==> src/rtl/cla_16.sv <==
// 16-bit two-level carry-lookahead adder with registered sum, carry-out and group G/P.
// Four 4-bit lookahead slices feed a second-level lookahead carry unit.

module cla_16_slice (
  input  logic [3:0] x,
  input  logic [3:0] y,
  input  logic       cin,
  output logic [3:0] sum,
  output logic       g_grp,
  output logic       p_grp
);

  logic [3:0] g;
  logic [3:0] p;
  logic [3:0] c;

  always_comb begin
    g = x & y;
    p = x ^ y;

    // Carries flattened to sum-of-products so no bit waits on its neighbour.
    c[0] = cin;
    c[1] = g[0]
         | (p[0] & cin);
    c[2] = g[1]
         | (p[1] & g[0])
         | (p[1] & p[0] & cin);
    c[3] = g[2]
         | (p[2] & g[1])
         | (p[2] & p[1] & g[0])
         | (p[2] & p[1] & p[0] & cin);

    sum = p ^ c;

    g_grp = g[3]
          | (p[3] & g[2])
          | (p[3] & p[2] & g[1])
          | (p[3] & p[2] & p[1] & g[0]);
    p_grp = &p;
  end

endmodule

module cla_16_lcu (
  input  logic [3:0] g_blk,
  input  logic [3:0] p_blk,
  input  logic       c0,
  output logic [4:1] c_blk,
  output logic       g_grp,
  output logic       p_grp
);

  always_comb begin
    c_blk[1] = g_blk[0]
             | (p_blk[0] & c0);
    c_blk[2] = g_blk[1]
             | (p_blk[1] & g_blk[0])
             | (p_blk[1] & p_blk[0] & c0);
    c_blk[3] = g_blk[2]
             | (p_blk[2] & g_blk[1])
             | (p_blk[2] & p_blk[1] & g_blk[0])
             | (p_blk[2] & p_blk[1] & p_blk[0] & c0);

    g_grp = g_blk[3]
          | (p_blk[3] & g_blk[2])
          | (p_blk[3] & p_blk[2] & g_blk[1])
          | (p_blk[3] & p_blk[2] & p_blk[1] & g_blk[0]);
    p_grp = &p_blk;

    // Carry-out kept in the G | P&c0 form so it matches the exported group terms.
    c_blk[4] = g_grp | (p_grp & c0);
  end

endmodule

module cla_16 (
  input  logic        clk,
  input  logic        rst,
  input  logic [15:0] x,
  input  logic [15:0] y,
  input  logic        c0,
  output logic        G,
  output logic        P,
  output logic        c16,
  output logic [15:0] s
);

  logic [3:0]  g_blk;
  logic [3:0]  p_blk;
  logic [4:0]  c_blk;
  logic [15:0] sum_comb;
  logic        g_top;
  logic        p_top;

  logic [15:0] s_d, s_q;
  logic        c16_d, c16_q;
  logic        g_d, g_q;
  logic        p_d, p_q;

  assign c_blk[0] = c0;

  for (genvar k = 0; k < 4; k++) begin : g_slice
    cla_16_slice u_slice (
      .x     (x[4*k +: 4]),
      .y     (y[4*k +: 4]),
      .cin   (c_blk[k]),
      .sum   (sum_comb[4*k +: 4]),
      .g_grp (g_blk[k]),
      .p_grp (p_blk[k])
    );
  end

  cla_16_lcu u_lcu (
    .g_blk (g_blk),
    .p_blk (p_blk),
    .c0    (c0),
    .c_blk (c_blk[4:1]),
    .g_grp (g_top),
    .p_grp (p_top)
  );

  always_comb begin
    s_d   = sum_comb;
    c16_d = c_blk[4];
    g_d   = g_top;
    p_d   = p_top;
  end

  always_ff @(posedge clk or posedge rst) begin
    if (rst) begin
      s_q   <= 16'h0000;
      c16_q <= 1'b0;
      g_q   <= 1'b0;
      p_q   <= 1'b0;
    end else begin
      s_q   <= s_d;
      c16_q <= c16_d;
      g_q   <= g_d;
      p_q   <= p_d;
    end
  end

  assign s   = s_q;
  assign c16 = c16_q;
  assign G   = g_q;
  assign P   = p_q;

endmodule

==> config.mk <==
export PLATFORM = sky130hd
export DESIGN_NAME = cla_16
export DESIGN_NICKNAME = d
export VERILOG_FILES = /design/src/rtl/cla_16.sv
export SDC_FILE = /design/constraint.sdc
export NUM_CORES = 1
export LEC_CHECK = 0
export BUFFER_PORTS_ARGS = -buffer_cell sky130_fd_sc_hd__buf_2
export CORE_MARGIN = 10
export CORE_UTILIZATION = 43
export CTS_CLUSTER_DIAMETER = 40
export DETAILED_ROUTE_END_ITERATION = 8
export GPL_TIMING_DRIVEN = 0
export PLACE_DENSITY = 0.78
export SLEW_MARGIN = 30
export SYNTH_ARGS = -nofsm -noshare
export SYNTH_HDL_FRONTEND = slang
export SYNTH_SLANG_ARGS = --single-unit
==> constraint.sdc <==
create_clock -name clk -period 0.8 [get_ports clk]
set_input_delay 0.16 -clock clk [delete_from_list [all_inputs] [get_ports clk]]
set_output_delay 0.16 -clock clk [all_outputs]
set_load 0.05 [all_outputs]
## Word level (Yosys, flattened, before mapping)

Cells that the tools add are included.
W data, S select, Z words.

- Bitwise gates (word level): 129
- Reduce and logical (&&, ||, !) cells: 5

Operators by type and width:

| kind | count |
|---|---|
| $and A1 B1 Y1 | 71 |
| $or A1 B1 Y1 | 46 |
| $xor A4 B4 Y4 | 8 |
| $and A4 B4 Y4 | 4 |
| $reduce_and A16 Y1 | 1 |
| $reduce_and A4 Y1 | 4 |

- Input bits: 35
- Word-level logic and storage cells: 138
- Register bits: 19

## Logic depth before layout (Yosys ltp)

Gate-level depths: netlist (run 1).

- Depth in word-level cells: 12
- Depth in mapped cells: 7
- Mapped depth without buffers: 7

## Hierarchy

Synthesis (run 1) repeated with hierarchy kept, for this count alone.

- Cells, all modules: 118
- Area total of the unflattened synthesis: 1270.0 µm²

By module, submodules not included:

| module | sequential area each (µm²) | cells each | area an instance (µm²) | instances |
|---|---|---|---|---|
| cla_16_slice | 0.0 | 22 | 182.7 | 4 |
| cla_16 | 475.5 | 20 | 479.2 | 1 |
| cla_16_lcu | 0.0 | 10 | 60.1 | 1 |

## Least setup slack after synthesis (run 1)

No wires, ideal clock.

- Kind: in2reg
- Start: input y[1]
- End: register s_q[9], in the netlist s[9]
- Data arrival time: 1.610 ns
- Stages on the path: 7
- Slack: -0.936 ns
- Library setup time: 0.126 ns
- Data required time: 0.674 ns
- Buffers on the path: 0
- Path through: ha_1 > and4_1 > and2_4 > nor2_2 > o21bai_1 > fa_1 > xor2_1

- Longest elaborated chain between the ends: 10
- Elaborated cells on any way between the ends: 16

Ends and longest elaborated chain:

| element | line | text |
|---|---|---|
| from (decl) | 80 | `input logic [15:0] y,` |
| $and A4 B4 Y4 / $xor A4 B4 Y4 (equally long branches) | 18, 19 |  |
| $and A1 B1 Y1 (on tied branches) | 37, 38 |  |
| $or A1 B1 Y1 / $and A1 B1 Y1 (equally long branches) | 37, 38 |  |
| $or A1 B1 Y1 | 38 | `\| (p[3] & p[2] & p[1] & g[0]);` |
| $and A1 B1 Y1 | 57 | `\| (p_blk[1] & g_blk[0])` |
| $or A1 B1 Y1 | 57 |  |
| $or A1 B1 Y1 (*) | 58 | `\| (p_blk[1] & p_blk[0] & c0);` |
| $and A1 B1 Y1 (*) | 24 | `\| (p[0] & cin);` |
| $or A1 B1 Y1 (*) | 24 |  |
| $xor A4 B4 Y4 (*) | 33 | `sum = p ^ c;` |
| net g_slice[2].u_slice.sum[1] | 8 | `output logic [3:0] sum,` |
| to (signal assigned) | 131 | `s_q <= 16'h0000;` |
| to (signal assigned) | 136 | `s_q <= s_d;` |
| to (decl) | 95 | `logic [15:0] s_d, s_q;` |

Mark *: on every way through the listed nets, which the timed path passes. The rest lies on a longest branch.

## Worst setup path after layout (run 1)

- Start: input x[11]
- End: register s_q[12], in the netlist s[12]

- Longest elaborated chain between the ends: 9
- Elaborated cells on any way between the ends: 20

Ends and longest elaborated chain:

| element | line | text |
|---|---|---|
| from (decl) | 79 | `input logic [15:0] x,` |
| $xor A4 B4 Y4 | 19 | `p = x ^ y;` |
| $and A1 B1 Y1 (on tied branches) | 36, 37, 38 |  |
| $or A1 B1 Y1, or another cell as far along | 36 | `\| (p[3] & g[2])` |
| $or A1 B1 Y1 / $and A1 B1 Y1 (equally long branches) | 37, 38 |  |
| $or A1 B1 Y1 | 38 |  |
| $or A1 B1 Y1 | 60 | `\| (p_blk[2] & g_blk[1])` |
| $or A1 B1 Y1 | 61 | `\| (p_blk[2] & p_blk[1] & g_blk[0])` |
| $or A1 B1 Y1 (*) | 62 | `\| (p_blk[2] & p_blk[1] & p_blk[0] & c0);` |
| $xor A4 B4 Y4 (*) | 33 |  |
| net g_slice[3].u_slice.sum[0] | 8 |  |

Marks and branches as above.

==> impl_metrics.json, run 1 <==
{
  "wire_length_of_the_first_global_routing_pass_mm": 6.37,
  "area.growth.synth_to_final_pct": 75.4,
  "place_congestion": 0.757,
  "finalPower_mw": 4.14,
  "drtAntennaViolNets": 0,
  "grt_max_degree": 20,
  "cts_made_buffers": 3,
  "crit_path_max_incr_delay_ns": 0.52,
  "hpwl_mm": 2.84,
  "clock_sink_count": 19,
  "power.net_switching_mw": 1.81,
  "grt-busiest-layer": "met2",
  "n_fill_cell": 198,
  "cts.root.buffer_cell": "sky130_fd_sc_hd__clkbuf_4",
  "tritoncts": "built",
  "power.internal_mw": 2.33,
  "fin_tns_setup_ns": -11.75,
  "violated_checks": "hold timing, setup timing",
  "routed_wl_mm": 4.07,
  "grt_setup_unrepaired": "true",
  "power.clock.fraction": 0.135,
  "number_of_max_capacitance_violations_reported": 0,
  "grt.met1_usage": 0.147,
  "groute.layer.met2.usage": 0.271,
  "clkTransAtPathRegs_ns": 0.13,
  "finalHoldViolations": 19,
  "crit_family": "adder cells",
  "critPathArrivalTime_ns": 1.73,
  "leakage_nw": 1.01,
  "clockBufferDepth": 2,
  "vias_per_cell": 5.42,
  "synth_nets": 188,
  "track_usage": 0.146,
  "worst_pin_slew_ns": 0.741,
  "final_period_minus_worst_setup_slack_ns": 1.50,
  "io_buffers": 53,
  "warnings_from_yosys": 0,
  "post_synth_inst_count": 133,
  "synth-main-ff-cell": "sky130_fd_sc_hd__dfrtp_1",
  "hold_class": "primary input to async pin",
  "hold_ws_ns": -0.0630,
  "post_route_cells_drive_above_1_share": 0.607,
  "synth.yosys.seq_area_share": 0.356,
  "die_height_um": 75.7,
  "run_status": "finished with violations",
  "first_pass_iters": 4,
  "drt-wirelength-per-cell_um": 17.0,
  "nNetsFinal": 262,
  "number_of_enable_type_register_cells_in_the_synthesized_netlist": 0,
  "overflow_left_after_global_routing": 0,
  "power.switching_fraction": 0.437,
  "worstSetupPathType": "primary input to flip-flop",
  "share_seq_of_total_power": 0.296,
  "worst_ir_drop_vdd_v": 0.000896,
  "die_width_um": 75.7,
  "layout_setup_ws_ns": -0.704,
  "path_cells": "buf_2, ha_4, nand2_2, o21ai_4, a21oi_2, and2_4, fa_2, inv_1",
  "floorplan.die_area_mm2": 0.00573,
  "first_global_vias": 1420,
  "floorplan.initialDensity": 0.445,
  "setup-violations-final": 35,
  "power.share.combinational": 0.568,
  "floorplan.core_area_mm2": 0.00300,
  "worst-path-buf-inv": 2,
  "post-route-period-util": 1.88,
  "route.detailed.drc": 0,
  "synthDistinctLibCells": 38,
  "antennaDiodeCount": 0,
  "antenna_found_initial": 0,
  "relSlewSlack": 0.506,
  "drv_slew": 0,
  "timing.critical_path.slowest_stage_cell": "sky130_fd_sc_hd__fa_2",
  "syn_area_mm2": 0.00134,
  "met3_usage": 0.0443,
  "drt-initial-drc-count": 63,
  "cts-htree-levels": 1,
  "worstSetupEndpointType": "flip-flop",
  "rows": 20,
  "asyncSetResetFlopFracSynth": 1.00,
  "pwr_density_cell_mw_per_mm2": 1770,
  "floorplan.io_pins": 54,
  "setup.worst_path.start_class": "primary input",
  "critical_path.max_fanout": 6,
  "num_vias": 1296,
  "synth.ff_latch_count": 19,
  "synthesis.area_per_instance_um2": 10.0,
  "critPathRequiredTime_ns": 1.03,
  "pre_cts_ws_ns": -1.14,
  "fmax_mhz": 665
}
==> cell families after synthesis <==
| kind of cell | share of synthesized area |
|---|---|
| AO/OA/AOI/OAI | 0.198 |
| XOR/XNOR | 0.0590 |
| adder cells (fa/ha/maj) | 0.210 |
| buffers and inverters | 0.0337 |
| flip-flops | 0.356 |
| AND/OR/NAND/NOR | 0.143 |
==> layer usage <==
| layer | wire length (um) | vias up |
|---|---|---|
| met4 | 72 | 0 |
| met5 | 0 | - |
| li1 | - | 621 |
| met2 | 2110 | 45 |
| met1 | 1600 | 624 |
| met3 | 280 | 6 |
==> layout by cell type, fill, tap and decap left out, types with 4 or more instances in the layout <==
cell type	instances
sky130_fd_sc_hd__nor2_1	7
sky130_fd_sc_hd__a21oi_4	4
sky130_fd_sc_hd__nand2_1	5
sky130_fd_sc_hd__a21oi_2	6
sky130_fd_sc_hd__buf_4	9
sky130_fd_sc_hd__buf_2	21
sky130_fd_sc_hd__buf_6	39
sky130_fd_sc_hd__dfrtp_1	19
sky130_fd_sc_hd__xnor2_1	6
sky130_fd_sc_hd__nand2_2	5
sky130_fd_sc_hd__fa_2	4
sky130_fd_sc_hd__ha_4	13
sky130_fd_sc_hd__inv_1	10
==> area by class of cell <==
cell class                      instances  area [um2]  area share
Sequential cell                        19         475       0.203
Multi-Input combinational cell        102        1130       0.482
Clock inverter                          1        7.51     0.00321
Clock buffer                            3        22.5     0.00962
Timing Repair Buffer                   69         612       0.261
Inverter                               12        55.1      0.0235
Tap cell                               33        41.3      0.0176
==> metrics by stage <==
| step | area [um2] | cells | utilization | hold slack, ns |
|---|---|---|---|---|
| 2_1_floorplan | 1530 | 133 | - | 0.111 |
| 3_3_place_gp | 1840 | 219 | 0.613 | 0.318 |
| 3_5_place_dp | 1840 | 219 | 0.613 | 0.329 |
| 4_1_cts | 2270 | 236 | 0.755 | -0.0248 |
| 5_1_grt | 2340 | 239 | 0.780 | 0.00760 |
| 6_report | 2340 | 239 | 0.780 | -0.0630 |
==> flip-flops by register name, summed over array words and instances (netlist names) <==
name and cells:
c16 1, G 1, P 1, s 16
==> power groups by stage <==
stage	Clock, mW	Combinational [mW]	Sequential [mW]
final	0.560	2.35	1.23
after global routing	0.592	2.50	1.24
after CTS	0.546	2.29	1.23
after detailed placement	0	1.82	1.20
after global placement	0	1.77	1.19
after floorplan	0	0.669	1.88
==> what timing repair did <==
action,CTS,global route
gates resized for setup,73,15
buffers inserted,13,7
pin swaps,24,12
endpoints found under the hold margin,19,0
endpoints found under the setup margin,35,35
==> synthesized netlist by cell type, drive strengths merged (2+ instances only) <==
cell type / n / area (um2)
nor2b: 3 / 18.8
xor2: 3 / 26.3
ha: 16 / 200
a21o: 3 / 22.5
fa: 4 / 80.1
nor3: 2 / 15.0
nand4b: 2 / 17.5
nand3: 2 / 10.0
inv: 12 / 45.0
nand2: 10 / 37.5
o21ai: 9 / 63.8
o211ai: 3 / 22.5
a211oi: 2 / 15.0
xnor2: 6 / 52.6
nor2: 10 / 40.0
and2: 2 / 16.3
dfrtp: 19 / 475
and4: 2 / 17.5
a21oi: 11 / 58.8
==> worst paths after layout <==
| check | startpoint | to | slack (ns) | cells past startpoint |
|---|---|---|---|---|
| setup / recovery | x[11] | s[12] | -0.70 | 8 |
| hold / removal | rst | s[5] | -0.06 | 2 |
| max in group asynchronous | rst | s[13] | 0.39 | 2 |
| min in group clk | y[3] | s[3] | 0.15 | 3 |
(Power assumes the default switching activity.)
==> run 2, diff against run 1 <==
--- a/config.mk
+++ b/config.mk
@@ -11,7 +11,7 @@
 export CTS_CLUSTER_DIAMETER = 40
 export DETAILED_ROUTE_END_ITERATION = 8
 export GPL_TIMING_DRIVEN = 0
-export PLACE_DENSITY = 0.78
+export PLACE_DENSITY = 0.81
 export SLEW_MARGIN = 30
 export SYNTH_ARGS = -nofsm -noshare
 export SYNTH_HDL_FRONTEND = slang
==> impl_metrics.json, run 2 (synthesized netlist as in run 1, its figures left out) <==
{
  "crit_path_max_incr_delay_ns": 0.52,
  "finalHoldViolations": 19,
  "drv_slew": 0,
  "mostFrequentLayoutCell": "sky130_fd_sc_hd__buf_6",
  "rows": 20,
  "grt_setup_unrepaired": "true",
  "drtAntennaViolNets": 0,
  "setup.worst_path.start_class": "primary input",
  "clock_sink_count": 19,
  "cts_made_buffers": 3,
  "track_usage": 0.143,
  "floorplan.io_pins": 54,
  "final_period_minus_worst_setup_slack_ns": 1.51,
  "drt-wirelength-per-cell_um": 17.9,
  "tritoncts": "built",
  "io_buffers": 53,
  "area.growth.synth_to_final_pct": 75.0,
  "clkTransAtPathRegs_ns": 0.12,
  "cts.root.buffer_cell": "sky130_fd_sc_hd__clkbuf_4",
  "grt_max_degree": 20,
  "fin_area_mm2": 0.00234,
  "floorplan.initialDensity": 0.445,
  "worstSetupEndpointType": "flip-flop",
  "path_cells": "buf_6, ha_4, nand4_1, nor3_4, o21ai_2, and2_4, fa_2, inv_2",
  "pwr_density_cell_mw_per_mm2": 1780,
  "post-route-period-util": 1.89,
  "overflow_left_after_global_routing": 0,
  "worstSetupPathType": "primary input to flip-flop",
  "final_util": 0.778,
  "largest_register_ff_count": 16,
  "finalPower_mw": 4.15,
  "wire_length_of_the_first_global_routing_pass_mm": 6.47,
  "crit_end": "s[12]",
  "die_width_um": 75.7,
  "timing.critical_path.slowest_stage_cell": "sky130_fd_sc_hd__fa_2",
  "leakage_nw": 1.02,
  "critical_path.max_fanout": 4,
  "crit_family": "adder cells",
  "most-common-layout-cells": "sky130_fd_sc_hd__buf_6, sky130_fd_sc_hd__buf_2, sky130_fd_sc_hd__dfrtp_1",
  "fin_tns_setup_ns": -11.47,
  "critPathArrivalTime_ns": 1.73,
  "worst_pin_slew_ns": 0.733,
  "first_pass_iters": 4,
  "layout_setup_ws_ns": -0.714,
  "worst-path-buf-inv": 2,
  "place_congestion": 0.843,
  "post_route_cells_drive_above_1_share": 0.604,
  "antennaDiodeCount": 0,
  "fmax_mhz": 661,
  "clockBufferDepth": 2,
  "hold_ws_ns": -0.0470,
  "die_height_um": 75.7,
  "first_global_vias": 1483,
  "crit_path_start": "x[7]",
  "critPathRequiredTime_ns": 1.01,
  "num_vias": 1329,
  "worst_ir_drop_vdd_v": 0.00105,
  "dpl-instance-area_mm2": 0.00184,
  "relSlewSlack": 0.511,
  "vias_per_cell": 5.66,
  "violated_checks": "hold timing, setup timing",
  "nNetsFinal": 258,
  "run_status": "finished with violations",
  "antenna_found_initial": 0,
  "crit_cells": 8,
  "route.detailed.drc": 0,
  "drt-initial-drc-count": 44,
  "setup-violations-final": 35,
  "cts-htree-levels": 1,
  "hold_class": "primary input to async pin",
  "floorplan.die_area_mm2": 0.00573,
  "hpwl_mm": 2.87,
  "floorplan.core_area_mm2": 0.00300,
  "number_of_max_capacitance_violations_reported": 0,
  "routed_wl_mm": 4.21
}
==> run 2: changes by cell type in the layout (fill, tap and decap cells not counted), moves of 2 or more <==
cell                      previous run  this run
sky130_fd_sc_hd__buf_4               9        11
sky130_fd_sc_hd__buf_6              39        33
sky130_fd_sc_hd__nand2_2             5         3
sky130_fd_sc_hd__xnor2_1             6         4
sky130_fd_sc_hd__xnor2_2             0         2
==> run 2: final cells by class <==
class / instances / area [um2]
Clock inverter: 1 / 7.51
Timing Repair Buffer: 65 / 569
Inverter: 12 / 55.1
Tap cell: 33 / 41.3
Clock buffer: 3 / 22.5
Sequential cell: 19 / 475
Multi-Input combinational cell: 102 / 1160
Fill cell: 181 / 667
==> run 2: per-stage QoR <==
stage,cells,worst slack [ns]
after floorplan,133,-0.856
after global placement,219,-1.10
after detailed placement,219,-1.11
after CTS,232,-0.682
after global routing,235,-0.735
final,235,-0.714
==> run 2: how the worst min path moves through the flow <==
| stage | startpoint | to | slack, ns | cells after the start |
|---|---|---|---|---|
| after detailed placement | rst | s[8] | 0.33 | 2 |
| after CTS | rst | s[9] | -0.01 | 2 |
| after global routing | rst | s[8] | 0.03 | 2 |
| after floorplan | rst | G | 0.11 | 1 |
| after global placement | rst | s[9] | 0.30 | 2 |
| final | rst | s[9] | -0.05 | 2 |
==> run 2: what timing repair did <==
| action | in CTS | in global routing |
|---|---|---|
| setup endpoints to repair | 35 | 36 |
| pin swaps | 18 | 12 |
| resized for setup | 60 | 29 |
| endpoints found under the hold margin | 19 | 0 |
| setup buffers | 9 | 6 |
| gates cloned | 0 | 0 |
==> run 2: power breakdown <==
| group | internal (mW) | total [mW] | switching (mW) |
|---|---|---|---|
| logic | 1.01 | 2.40 | 1.39 |
| registers | 1.14 | 1.23 | 0.0881 |
| clock network | 0.190 | 0.522 | 0.331 |
| total | 2.34 | 4.15 | 1.81 |
==> run 2: routing by layer <==
metal | GRT usage | routed length, um | up-vias
li1 | - | - | 611
met1 | 0.137 | 1430 | 637
met2 | 0.287 | 2290 | 65
met3 | 0.0391 | 327 | 16
met4 | 0.0433 | 165 | 0
met5 | 0 | 0 | -
